## config.mk

```make
export PLATFORM = sky130hd
export DESIGN_NAME = spi_ram_ctrl
export DESIGN_NICKNAME = d
export VERILOG_FILES = /design/src/rtl/femto_ram_pkg.sv /design/src/rtl/spi_shift_engine.sv /design/src/rtl/spi_ram_ctrl.sv
export SDC_FILE = /design/constraint.sdc
export NUM_CORES = 1
export LEC_CHECK = 0
export CAP_MARGIN = 20
export CORE_ASPECT_RATIO = 1.2
export CORE_MARGIN = 2
export CORE_UTILIZATION = 55
export CTS_CLUSTER_SIZE = 25
export DETAILED_ROUTE_END_ITERATION = 7
export PLACE_DENSITY_LB_ADDON = 0.1
export SLEW_MARGIN = 40
export SYNTH_ARGS = -nofsm -noshare
export SYNTH_HDL_FRONTEND = slang
export SYNTH_SLANG_ARGS = --single-unit
```

## constraint.sdc

```tcl
create_clock -name clk -period 2.69 [get_ports clk]
set_clock_uncertainty 0.05 [all_clocks]
set_input_delay 0.807 -clock clk [delete_from_list [all_inputs] [get_ports clk]]
set_output_delay 0.807 -clock clk [all_outputs]
set_load 0.02 [all_outputs]
```

## src/rtl/femto_ram_pkg.sv

```systemverilog
// -----------------------------------------------------------------------------
// femto_ram_pkg
//   Shared constants and helpers for the femto SoC serial-SRAM bridge.
//   - CMD_READ / CMD_WRITE : 23LC1024 sequential-mode opcodes
//   - ram_state_e          : bridge sequencing states
//   - lowest_set()         : index of the lowest set bit of a byte mask
//   - byte_swap()          : reverse byte order of a 32-bit word
// -----------------------------------------------------------------------------
package femto_ram_pkg;

    localparam logic [7:0] CMD_READ  = 8'h03;
    localparam logic [7:0] CMD_WRITE = 8'h02;

    // Shifter width and bit-counter width shared by top and shift engine.
    localparam int SHIFT_W = 64;
    localparam int CNT_W   = 7;

    typedef enum logic [1:0] {
        ST_IDLE  = 2'd0,
        ST_LOAD  = 2'd1,
        ST_SHIFT = 2'd2,
        ST_GAP   = 2'd3
    } ram_state_e;

    // Index of the lowest set bit; returns 0 for an all-zero mask.
    function automatic logic [1:0] lowest_set(input logic [3:0] mask);
        logic [1:0] idx;
        idx = 2'd0;
        for (int i = 3; i >= 0; i--) begin
            if (mask[i]) idx = 2'(i);
        end
        return idx;
    endfunction

    // The SRAM streams bytes in ascending address order, MSB-first on the
    // wire; the core wants the byte at addr+0 in [7:0].
    function automatic logic [31:0] byte_swap(input logic [31:0] w);
        return {w[7:0], w[15:8], w[23:16], w[31:24]};
    endfunction

endpackage

```

## src/rtl/spi_shift_engine.sv

```systemverilog
// -----------------------------------------------------------------------------
// spi_shift_engine
//   SPI mode-0 frame engine: one 64-bit shift register used for both TX and RX,
//   a down-counting bit counter, and SCK / CS_n generation at clk/2.
//
//   Ports
//     clk, resetn   system clock, synchronous active-low reset
//     start_i       load tx_i/len_i and begin a frame (engine must be idle)
//     len_i         frame length in bits minus one
//     tx_i          frame data, left aligned (bit 63 goes out first)
//     miso_i        serial data from the RAM
//     done_o        high in the final cycle of a frame (last SCK-high cycle)
//     rx_word_o     last 32 bits shifted in from MISO
//     cs_n_o        chip select, active low
//     sck_o         serial clock, idle low
//     mosi_o        serial data to the RAM
//
//   Each bit occupies an SCK-low cycle followed by an SCK-high cycle. MISO is
//   captured on the clk edge that raises SCK; MOSI advances on the clk edge
//   that lowers SCK. The frame ends on the edge that would have lowered SCK
//   after the last bit, so SCK and CS_n move together to their idle levels.
// -----------------------------------------------------------------------------
module spi_shift_engine
    import femto_ram_pkg::*;
(
    input  logic               clk,
    input  logic               resetn,
    input  logic               start_i,
    input  logic [CNT_W-1:0]   len_i,
    input  logic [SHIFT_W-1:0] tx_i,
    input  logic               miso_i,
    output logic               done_o,
    output logic [31:0]        rx_word_o,
    output logic               cs_n_o,
    output logic               sck_o,
    output logic               mosi_o
);

    logic               active_q;
    logic               cs_n_q;
    logic               sck_q;
    logic               mosi_q;
    logic [CNT_W-1:0]   cnt_q;
    logic [SHIFT_W-1:0] shreg_q;

    // NOTE: sequential state is assigned with non-blocking (<=) so every
    // register samples the values from before the edge, regardless of order.
    always_ff @(posedge clk) begin
        if (!resetn) begin
            active_q <= 1'b0;
            cs_n_q   <= 1'b1;
            sck_q    <= 1'b0;
            mosi_q   <= 1'b0;
            cnt_q    <= '0;
            // NOTE: the shifter is a plain datapath register; resetting it is
            // cheap here and keeps rx_word_o deterministic after reset.
            shreg_q  <= '0;
        end else if (start_i) begin
            active_q <= 1'b1;
            cs_n_q   <= 1'b0;
            sck_q    <= 1'b0;
            mosi_q   <= tx_i[SHIFT_W-1];
            cnt_q    <= len_i;
            shreg_q  <= tx_i;
        end else if (active_q) begin
            if (!sck_q) begin
                // Rising SCK: RAM latches MOSI, we capture MISO. Shifting left
                // also exposes the next TX bit at the top of the register.
                sck_q   <= 1'b1;
                shreg_q <= {shreg_q[SHIFT_W-2:0], miso_i};
            end else if (cnt_q == '0) begin
                // Last bit done: return SCK, CS_n and MOSI to idle together.
                active_q <= 1'b0;
                cs_n_q   <= 1'b1;
                sck_q    <= 1'b0;
                mosi_q   <= 1'b0;
            end else begin
                sck_q  <= 1'b0;
                cnt_q  <= cnt_q - 1'b1;
                mosi_q <= shreg_q[SHIFT_W-1];
            end
        end
    end

    assign done_o    = active_q && sck_q && (cnt_q == '0);
    assign rx_word_o = shreg_q[31:0];
    assign cs_n_o    = cs_n_q;
    assign sck_o     = sck_q;
    assign mosi_o    = mosi_q;

endmodule

```

## src/rtl/spi_ram_ctrl.sv

```systemverilog
// -----------------------------------------------------------------------------
// spi_ram_ctrl
//   Bridges the femto core RAM port to a 23LC1024-class serial SRAM
//   (SPI mode 0, sequential mode). Word reads become one READ frame with four
//   data bytes; a full-mask write becomes one WRITE frame with four data bytes;
//   a partial-mask write becomes one single-byte WRITE frame per enabled byte,
//   lowest byte first. Every frame is followed by one CS_n-high GAP cycle.
//
//   Ports
//     clk, resetn    system clock, synchronous active-low reset
//     mem_addr       byte address (bits [1:0] ignored)
//     mem_wdata      write data, byte 0 in [7:0]
//     mem_wmask      byte enables; nonzero for one cycle requests a write
//     mem_rstrb      one-cycle read request (dropped if a write is requested)
//     mem_rdata      last read word, byte at addr+0 in [7:0]
//     mem_rbusy      read in progress
//     mem_wbusy      write in progress
//     spi_cs_n_ram   SRAM chip select, active low
//     spi_clk_ram    SRAM serial clock
//     spi_mosi_ram   serial data to SRAM
//     spi_miso_ram   serial data from SRAM
//
//   ADDR_W must not exceed 24 so that command + address + 32 data bits fit
//   in the 64-bit shifter.
// -----------------------------------------------------------------------------
module spi_ram_ctrl
    import femto_ram_pkg::ram_state_e;
    import femto_ram_pkg::ST_IDLE;
    import femto_ram_pkg::ST_LOAD;
    import femto_ram_pkg::ST_SHIFT;
    import femto_ram_pkg::ST_GAP;
    import femto_ram_pkg::SHIFT_W;
    import femto_ram_pkg::CNT_W;
    import femto_ram_pkg::lowest_set;
    import femto_ram_pkg::byte_swap;
#(
    parameter int         ADDR_W    = 24,
    parameter logic [7:0] CMD_READ  = femto_ram_pkg::CMD_READ,
    parameter logic [7:0] CMD_WRITE = femto_ram_pkg::CMD_WRITE
) (
    input  logic              clk,
    input  logic              resetn,
    input  logic [ADDR_W-1:0] mem_addr,
    input  logic [31:0]       mem_wdata,
    input  logic [3:0]        mem_wmask,
    input  logic              mem_rstrb,
    output logic [31:0]       mem_rdata,
    output logic              mem_rbusy,
    output logic              mem_wbusy,
    output logic              spi_cs_n_ram,
    output logic              spi_clk_ram,
    output logic              spi_mosi_ram,
    input  logic              spi_miso_ram
);

    localparam int             HDR_BITS = 8 + ADDR_W;
    localparam logic [CNT_W-1:0] LEN_WORD = CNT_W'(HDR_BITS + 32 - 1);
    localparam logic [CNT_W-1:0] LEN_BYTE = CNT_W'(HDR_BITS + 8 - 1);

    // Left-align command, address and data in the shifter.
    function automatic logic [SHIFT_W-1:0] frame(input logic [7:0]        cmd,
                                                 input logic [ADDR_W-1:0] addr,
                                                 input logic [31:0]       data);
        return (SHIFT_W'(cmd)  << (SHIFT_W - 8))
             | (SHIFT_W'(addr) << (SHIFT_W - HDR_BITS))
             | (SHIFT_W'(data) << (SHIFT_W - HDR_BITS - 32));
    endfunction

    ram_state_e        state_q;
    logic [ADDR_W-1:0] addr_q;     // word-aligned request address
    logic [31:0]       wdata_q;
    logic [3:0]        pend_q;     // byte lanes still to write (partial masks)
    logic              rbusy_q;
    logic              wbusy_q;
    logic [31:0]       rdata_q;

    logic               req_wr;
    logic               req_rd;
    logic               can_accept;
    logic [1:0]         new_idx;
    logic [1:0]         next_idx;
    logic [ADDR_W-1:0]  addr_aligned;
    logic               start_new_d;
    logic               start_next_d;
    logic               start_d;
    logic [CNT_W-1:0]   len_d;
    logic [SHIFT_W-1:0] tx_d;

    logic               eng_done;
    logic [31:0]        eng_rx_word;

    // NOTE: every always_comb output gets a default first, so no path can
    // leave a value unassigned and infer a latch.
    always_comb begin
        start_new_d  = 1'b0;
        start_next_d = 1'b0;
        len_d        = '0;
        tx_d         = '0;

        req_wr       = |mem_wmask;
        req_rd       = mem_rstrb && !req_wr;
        new_idx      = lowest_set(mem_wmask);
        next_idx     = lowest_set(pend_q);
        addr_aligned = mem_addr & ~ADDR_W'(3);

        // Busy is already low in the final GAP cycle, so a new request may
        // legitimately arrive there as well as in IDLE.
        can_accept   = (state_q == ST_IDLE) || (state_q == ST_GAP && pend_q == 4'h0);

        if (state_q == ST_GAP && pend_q != 4'h0) begin
            start_next_d = 1'b1;
            len_d        = LEN_BYTE;
            tx_d         = frame(CMD_WRITE, addr_q | ADDR_W'(next_idx),
                                 {wdata_q[{next_idx, 3'b000} +: 8], 24'h0});
        end else if (can_accept && req_wr) begin
            start_new_d = 1'b1;
            if (mem_wmask == 4'hF) begin
                len_d = LEN_WORD;
                tx_d  = frame(CMD_WRITE, addr_aligned, byte_swap(mem_wdata));
            end else begin
                len_d = LEN_BYTE;
                tx_d  = frame(CMD_WRITE, addr_aligned | ADDR_W'(new_idx),
                              {mem_wdata[{new_idx, 3'b000} +: 8], 24'h0});
            end
        end else if (can_accept && req_rd) begin
            start_new_d = 1'b1;
            len_d       = LEN_WORD;
            tx_d        = frame(CMD_READ, addr_aligned, 32'h0);
        end

        start_d = start_new_d || start_next_d;
    end

    always_ff @(posedge clk) begin
        if (!resetn) begin
            state_q <= ST_IDLE;
            addr_q  <= '0;
            wdata_q <= '0;
            pend_q  <= '0;
            rbusy_q <= 1'b0;
            wbusy_q <= 1'b0;
            rdata_q <= '0;
        end else begin
            case (state_q)
                ST_IDLE, ST_GAP: begin
                    if (start_next_d) begin
                        pend_q  <= pend_q & ~(4'b0001 << next_idx);
                        state_q <= ST_LOAD;
                    end else if (start_new_d) begin
                        addr_q  <= addr_aligned;
                        wdata_q <= mem_wdata;
                        // A full mask goes out as one frame; otherwise the
                        // first lane is in flight and the rest are pending.
                        pend_q  <= (mem_wmask == 4'hF) ? 4'h0
                                                       : (mem_wmask & ~(4'b0001 << new_idx));
                        wbusy_q <= req_wr;
                        rbusy_q <= !req_wr;
                        state_q <= ST_LOAD;
                    end else begin
                        state_q <= ST_IDLE;
                    end
                end
                ST_LOAD: begin
                    state_q <= ST_SHIFT;
                end
                ST_SHIFT: begin
                    if (eng_done) begin
                        state_q <= ST_GAP;
                        if (pend_q == 4'h0) begin
                            rbusy_q <= 1'b0;
                            wbusy_q <= 1'b0;
                            if (rbusy_q) rdata_q <= byte_swap(eng_rx_word);
                        end
                    end
                end
                default: begin
                    state_q <= ST_IDLE;
                end
            endcase
        end
    end

    spi_shift_engine u_engine (
        .clk       (clk),
        .resetn    (resetn),
        .start_i   (start_d),
        .len_i     (len_d),
        .tx_i      (tx_d),
        .miso_i    (spi_miso_ram),
        .done_o    (eng_done),
        .rx_word_o (eng_rx_word),
        .cs_n_o    (spi_cs_n_ram),
        .sck_o     (spi_clk_ram),
        .mosi_o    (spi_mosi_ram)
    );

    assign mem_rdata = rdata_q;
    assign mem_rbusy = rbusy_q;
    assign mem_wbusy = wbusy_q;

endmodule

```

==> summary.txt <==
Global route
  – Largest net degree at the start of global routing: around 80
  – Initial antenna violation count: 0
  – Gr usage total: 0.289
  – GRT overflow: 0
  – Vias in the first global route: between 6000 and 7000
  – Global-route wire length before repair: roughly 34 mm

Timing
  – Final Setup Violations: 0
  – Slew of the pin with the lowest slew margin: roughly 0.63 ns
  – WHS: 0.399 ns
  – Unrepaired setup endpoints after global routing: no
  – Fmax: 399 MHz
  – Final Cycle Share: 0.932
  – Slew HR: 0.575
  – Tmin final: between 2 and 3 ns
  – Fin. max-slew vios: 0
  – Final TNS setup: 0 ns
  – Final Hold Fails: 0

Critical path
  – Max FO, Critical Path: 47
  – Crit. End Element: flip-flop
  – Worst path arrival time: 2.77 ns
  – Worst EP required: ~3.0 ns
  – Crit Path Category: primary input to flip-flop
  – CP startpoint kind: primary input

Floorplanning
  – Row cnt: 46
  – Die H: approximately 130 um
  – Core area: ~13000 um2
  – Die W: ~110 um
  – Die footprint: 14600 um2
  – Ports: just over 100
  – Initial Util: 0.566

Cells and area
  – Commonest non-fill, non-tap cell in the layout: nand2_1
  – Final Cell Area: 9340 um2
  – Antenna cells: 0
  – Layout cells sized above 1: 0.0832
  – Multi-input logic area: 3700 um2
  – Fill count: around 1100
  – Area grow syn2layout: 24.1%
  – # nets final: between 1000 and 1500
  – Most frequent cells in the layout: nand2_1, dfxtp_1, o21ai_0
  – FF/Latch Area: approximately 3400 um2
  – Post-route insts no fill: about 1300

Synthesis
  – Synthesized area: between 7000 and 8000 um2
  – Ys flop type: dfxtp_1
  – Mapped Cells: between 900 and 1000
  – Sequential-to-total area share from yosys stat: 0.449
  – Mapped Nets: 1063
  – Top cell type's share of synthesized area: 0.449
  – Seq cells post-synth: 169
  – Average size of a mapped cell: 7.57 um2
  – Post-synthesis cell type count: 58
  – Synth area leader: dfxtp_1
  – Ys async rst share: 0
  – Yosys warnings: 0
  – Post-synth EDFFs: 0
  – Synth top area cells: dfxtp_1, nand2_1, o21ai_0

Routing
  – Via Count: 7388
  – Drt wl/cell: between 15 and 20 um
  – WL final: around 21 mm
  – Vias/cell: roughly 6
  – Routed Antenna Nets: 0
  – First drt pass iteration count: 5
  – Initial DRC count: ~730
  – # DRC: 0

Power and ir drop
  – Net Sw Frac: 0.387
  – Maximum vdd drop: between 0.7 and 0.8 mV
  – Sw Pwr: roughly 4100 uW
  – Pleak: 0.00332 uW
  – Clock power frac: 0.225
  – Combinational power share: 0.408
  – Int Pwr: approximately 6500 uW
  – PwrDens: ~1100 nW/um2
  – Sequential Power Share: 0.367

Placement
  – Hpwl dp: between 10 and 15 mm
  – Placed cell areas: around 8800 um2
  – Placed cell count: ~1200
  – Port bufs: 98
  – RD Place Congestion: slightly above 0.9

Flow run
  – MaxCap Viol Count: 0

Clock tree
  – Hold-fix buffers, CTS: 0
  – Clk pin slew, worst setup/hold paths: 0.06 ns
  – Root buffer cell: clkbuf_16
  – CTS resizes: 0
  – Clk_lat worst skew: 0.43 ns
  – Sink Count: 169
  – CTS tree: yes
  – CTS H-tree depth: 4
  – Num CTS Buffers: 17
  – Max Root-Sink Buffers: 2
  – Post-CTS Setup Bufs: 0

Outcome
  – Status: finished, final reports clean

Worst hold path
  – HP Class: flip-flop to flip-flop
[synthesized netlist by cell type, types with 2 or more instances]
library cell and instances:
buf_4 5, o221a_2 2, o22a_1 4, o21bai_1 6, nor3b_1 4, o21ai_1 16, nor2_1 23, nand3_1 41
a31oi_1 31, a41oi_1 5, nor3_1 6, buf_2 13, nand2b_1 4, or3_1 2, a211oi_1 2, o21a_1 3
ha_1 4, o31a_1 2, o31ai_1 3, a221oi_1 9, o21ai_0 147, nand2_1 258, o221ai_1 3, nor2b_1 11
or3b_2 4, o211ai_1 10, clkbuf_1 57, inv_1 9, dfxtp_1 169, a21oi_1 102, xnor2_1 2, nand4_1 5
buf_1 4, buf_6 5
[per-layer routing]
metal / track usage / part of all wire / vias to the layer above
li1: - / - / 3616
met1: 0.347 / 0.41 / 3440
met2: 0.497 / 0.49 / 288
met3: 0.0556 / 0.060 / 44
met4: 0.139 / 0.035 / 0
met5: 0 / 0 / -
[power groups by stage]
stage          registers [uW]  logic [uW]  clock network (uW)
3_3_place_gp             3880        4200                   0
6_report                 3880        4310                2380
4_1_cts                  3860        4300                2400
2_1_floorplan            3720        2960                   0
3_5_place_dp             3890        4270                   0
5_1_grt                  3970        4780                2490
[state kept, by name (all words and copies together) (netlist names)]
signal and count:
u_engine.active_q 1, mem_rdata 32, u_engine.sck_o 1, pend_q 4, mem_wbusy 1, wdata_q 32, u_engine.cs_n_o 1, mem_rbusy 1
u_engine.cnt_q 7, u_engine.shreg_q 64, u_engine.mosi_o 1, state_q 2, addr_q 22
[per-stage QoR]
stage	util	setup slack, ns	power [uW]
6_report	0.703	0.184	10600
5_1_grt	0.703	0.0793	11200
4_1_cts	0.703	0.193	10600
3_5_place_dp	0.660	-0.258	8160
3_3_place_gp	0.660	-0.168	8090
2_1_floorplan	-	0.180	6680
[critical path: stages]
cell	delay (ns)
clkdlybuf4s50_1	0.44
or4_4	0.61
o22ai_2	0.18
nand3_1	0.17
buf_12	0.22
o21ai_0	0.23
a21oi_1	0.07
[cells by family (layout without fill, tap and decap cells)]
logic type               Yosys count  in the layout  synth area share
AND/OR/NAND/NOR                  368            368             0.210
adder cells (fa/ha/maj)            4              4           0.00665
buffers and inverters             95            182            0.0607
XOR/XNOR                           3              3           0.00349
AO/OA/AOI/OAI                    355            355             0.268
multiplexers                       1              1           0.00133
flip-flops                       169            169             0.449
[cell type report]
type | count | share of cell area
Timing Repair Buffer | 143 | 0.156
Sequential cell | 169 | 0.362
Multi-Input combinational cell | 731 | 0.396
Inverter | 9 | 0.00362
Tap cell | 168 | 0.0225
Clock buffer | 22 | 0.0497
Clock inverter | 8 | 0.0104
[worst paths after layout]
| kind | start | end | slack [ns] | cells after the start |
|---|---|---|---|---|
| max | mem_wmask[0] | u_engine.shreg_q[17] | 0.18 | 7 |
| min | u_engine.cnt_q[6] | u_engine.cnt_q[6] | 0.40 | 2 |
| max reg2reg | state_q[0] | u_engine.shreg_q[30] | 0.41 | 9 |
| min reg2reg | u_engine.cnt_q[6] | u_engine.cnt_q[6] | 0.40 | 2 |
No activity file was read; power rests on OpenSTA's default activity.
==> edit: new RTL, same flow settings <==
Change the parameter `ADDR_W` from 24 to 48. Comments in the files are not updated.
--- a/src/rtl/spi_ram_ctrl.sv
+++ b/src/rtl/spi_ram_ctrl.sv
@@ -35,5 +35,5 @@
     import femto_ram_pkg::byte_swap;
 #(
-    parameter int         ADDR_W    = 24,
+    parameter int         ADDR_W    = 48,
     parameter logic [7:0] CMD_READ  = femto_ram_pkg::CMD_READ,
     parameter logic [7:0] CMD_WRITE = femto_ram_pkg::CMD_WRITE
Ports: changed (resized mem_addr); port bits go from 101 to 125. The function was not compared with the original's and may differ.
==> edit against the unedited design <==
Clock power increased by 5%. Sequential cell count decreased by 8. Total power decreased by 0.79%. Core utilization increased by 1.9 points. Setup slack got worse by 0.089 ns. Area after synthesis decreased by 8.3%. Design area decreased by 6.0%. Hold slack improved by 0.0011 ns. Wire length decreased by 19%. Maximum frequency decreased by 3.4%. Largest power group unchanged.
==> edit: results (changes against the unedited design) <==
[run_status]
status = completed

[synth]
synth_fa_ha_area_share_pct = 0.725  ; +0.060 points
synth-xor-area-share_pct = 0.381  ; +0.032 points
syn-instance-count = 818  ; -18%
synth_seq_area_share_pct = 46.7  ; +1.8 points
synth_fp_nets = 910  ; -14%
synthMuxAreaShare_pct = 7.25  ; +7.1 points
synth.distinct_cells = 50  ; -14%
synth.top_cells.by_count = nand2_1, dfxtp_1, a21oi_1

[placement]
place_hpwl_um = 11100  ; -21%
placed_area_sq_um = 8170  ; -7.0%
port_buffers = 90  ; -8.2%

[layout]
signal_buffers = 129  ; -9.8%
design.seq.count = 161  ; -4.7%
drive_gt1_share_pct = 9.06  ; +0.74 points
multi_input_area_share_pct = 37.6  ; -2.0 points
multi_input_gates = 585  ; -20%
n_clock_buffer = 21  ; -4.5%
clockNetworkAreaShare_pct = 6.98  ; +0.97 points
seq_area_sq_um = 3220  ; -4.7%
buf_share_pct = 16.0  ; +0.45 points

[worst_setup_path]
crit_path_max_fanout = 8  ; -83%
reg2reg_depth = 6  ; -3
worstPathArrival_ns = 2.85  ; +0.08 ns
crit_family = buffers and inverters

[routing]
via_per_inst = 5.66  ; -4.2%
dr_wl_met3_um = 719  ; -43%
wl_met2_um = 8830  ; -15%
wl_per_cell_um = 15.9  ; -6.0%
vias = 6098  ; -17%
dr.pass1.iters = 4  ; -1
met1Wirelength_um = 7310  ; -16%

[power_and_ir_drop]
power_leakage_nw = 3.44  ; +3.3%
p_int_mw = 6.72  ; +3.7%
peakVddDrop_uv = 692  ; -13%
clock_power_share_pct = 23.7  ; +1.2 points

[grt]
globalRouteTotalUtil_pct = 26.1  ; -2.8 points
grt_pass1_vias = 5910  ; -14%
use_met2_pct = 46.6  ; -3.0 points
grt_max_degree = 95  ; +20%
grt.met1_usage_pct = 31.2  ; -3.5 points
grt_pass1_wl_um = 28300  ; -18%

[floorplanning]
design.die.area_sq_um = 13500  ; -8.0%

[sta]
relSlewSlack_pct = 57.9  ; +0.41 points

==> edit: path summary, 6_finish.rpt <==
kind,end,from
setup / recovery,u_engine.shreg_q[34]$_SDFFE_PN0P_,mem_wmask[0]
hold / removal,mem_rdata[11]$_SDFFE_PN0P_,mem_rdata[11]$_SDFFE_PN0P_
setup reg to reg,addr_q[17]$_SDFFE_PN0P_,state_q[1]$_SDFFE_PN0P_
hold reg to reg,mem_rdata[11]$_SDFFE_PN0P_,mem_rdata[11]$_SDFFE_PN0P_
==> edit: metrics by stage <==
| stage | hold slack, ns | setup WS (ns) | power, mW |
|---|---|---|---|
| floorplan | 0.382 | 0.130 | 6.56 |
| global placement | 0.391 | -0.238 | 7.83 |
| detailed placement | 0.394 | -0.285 | 7.99 |
| CTS | 0.403 | 0.123 | 10.5 |
| global route | 0.420 | 0.0734 | 11.1 |
| finish | 0.400 | 0.0943 | 10.5 |
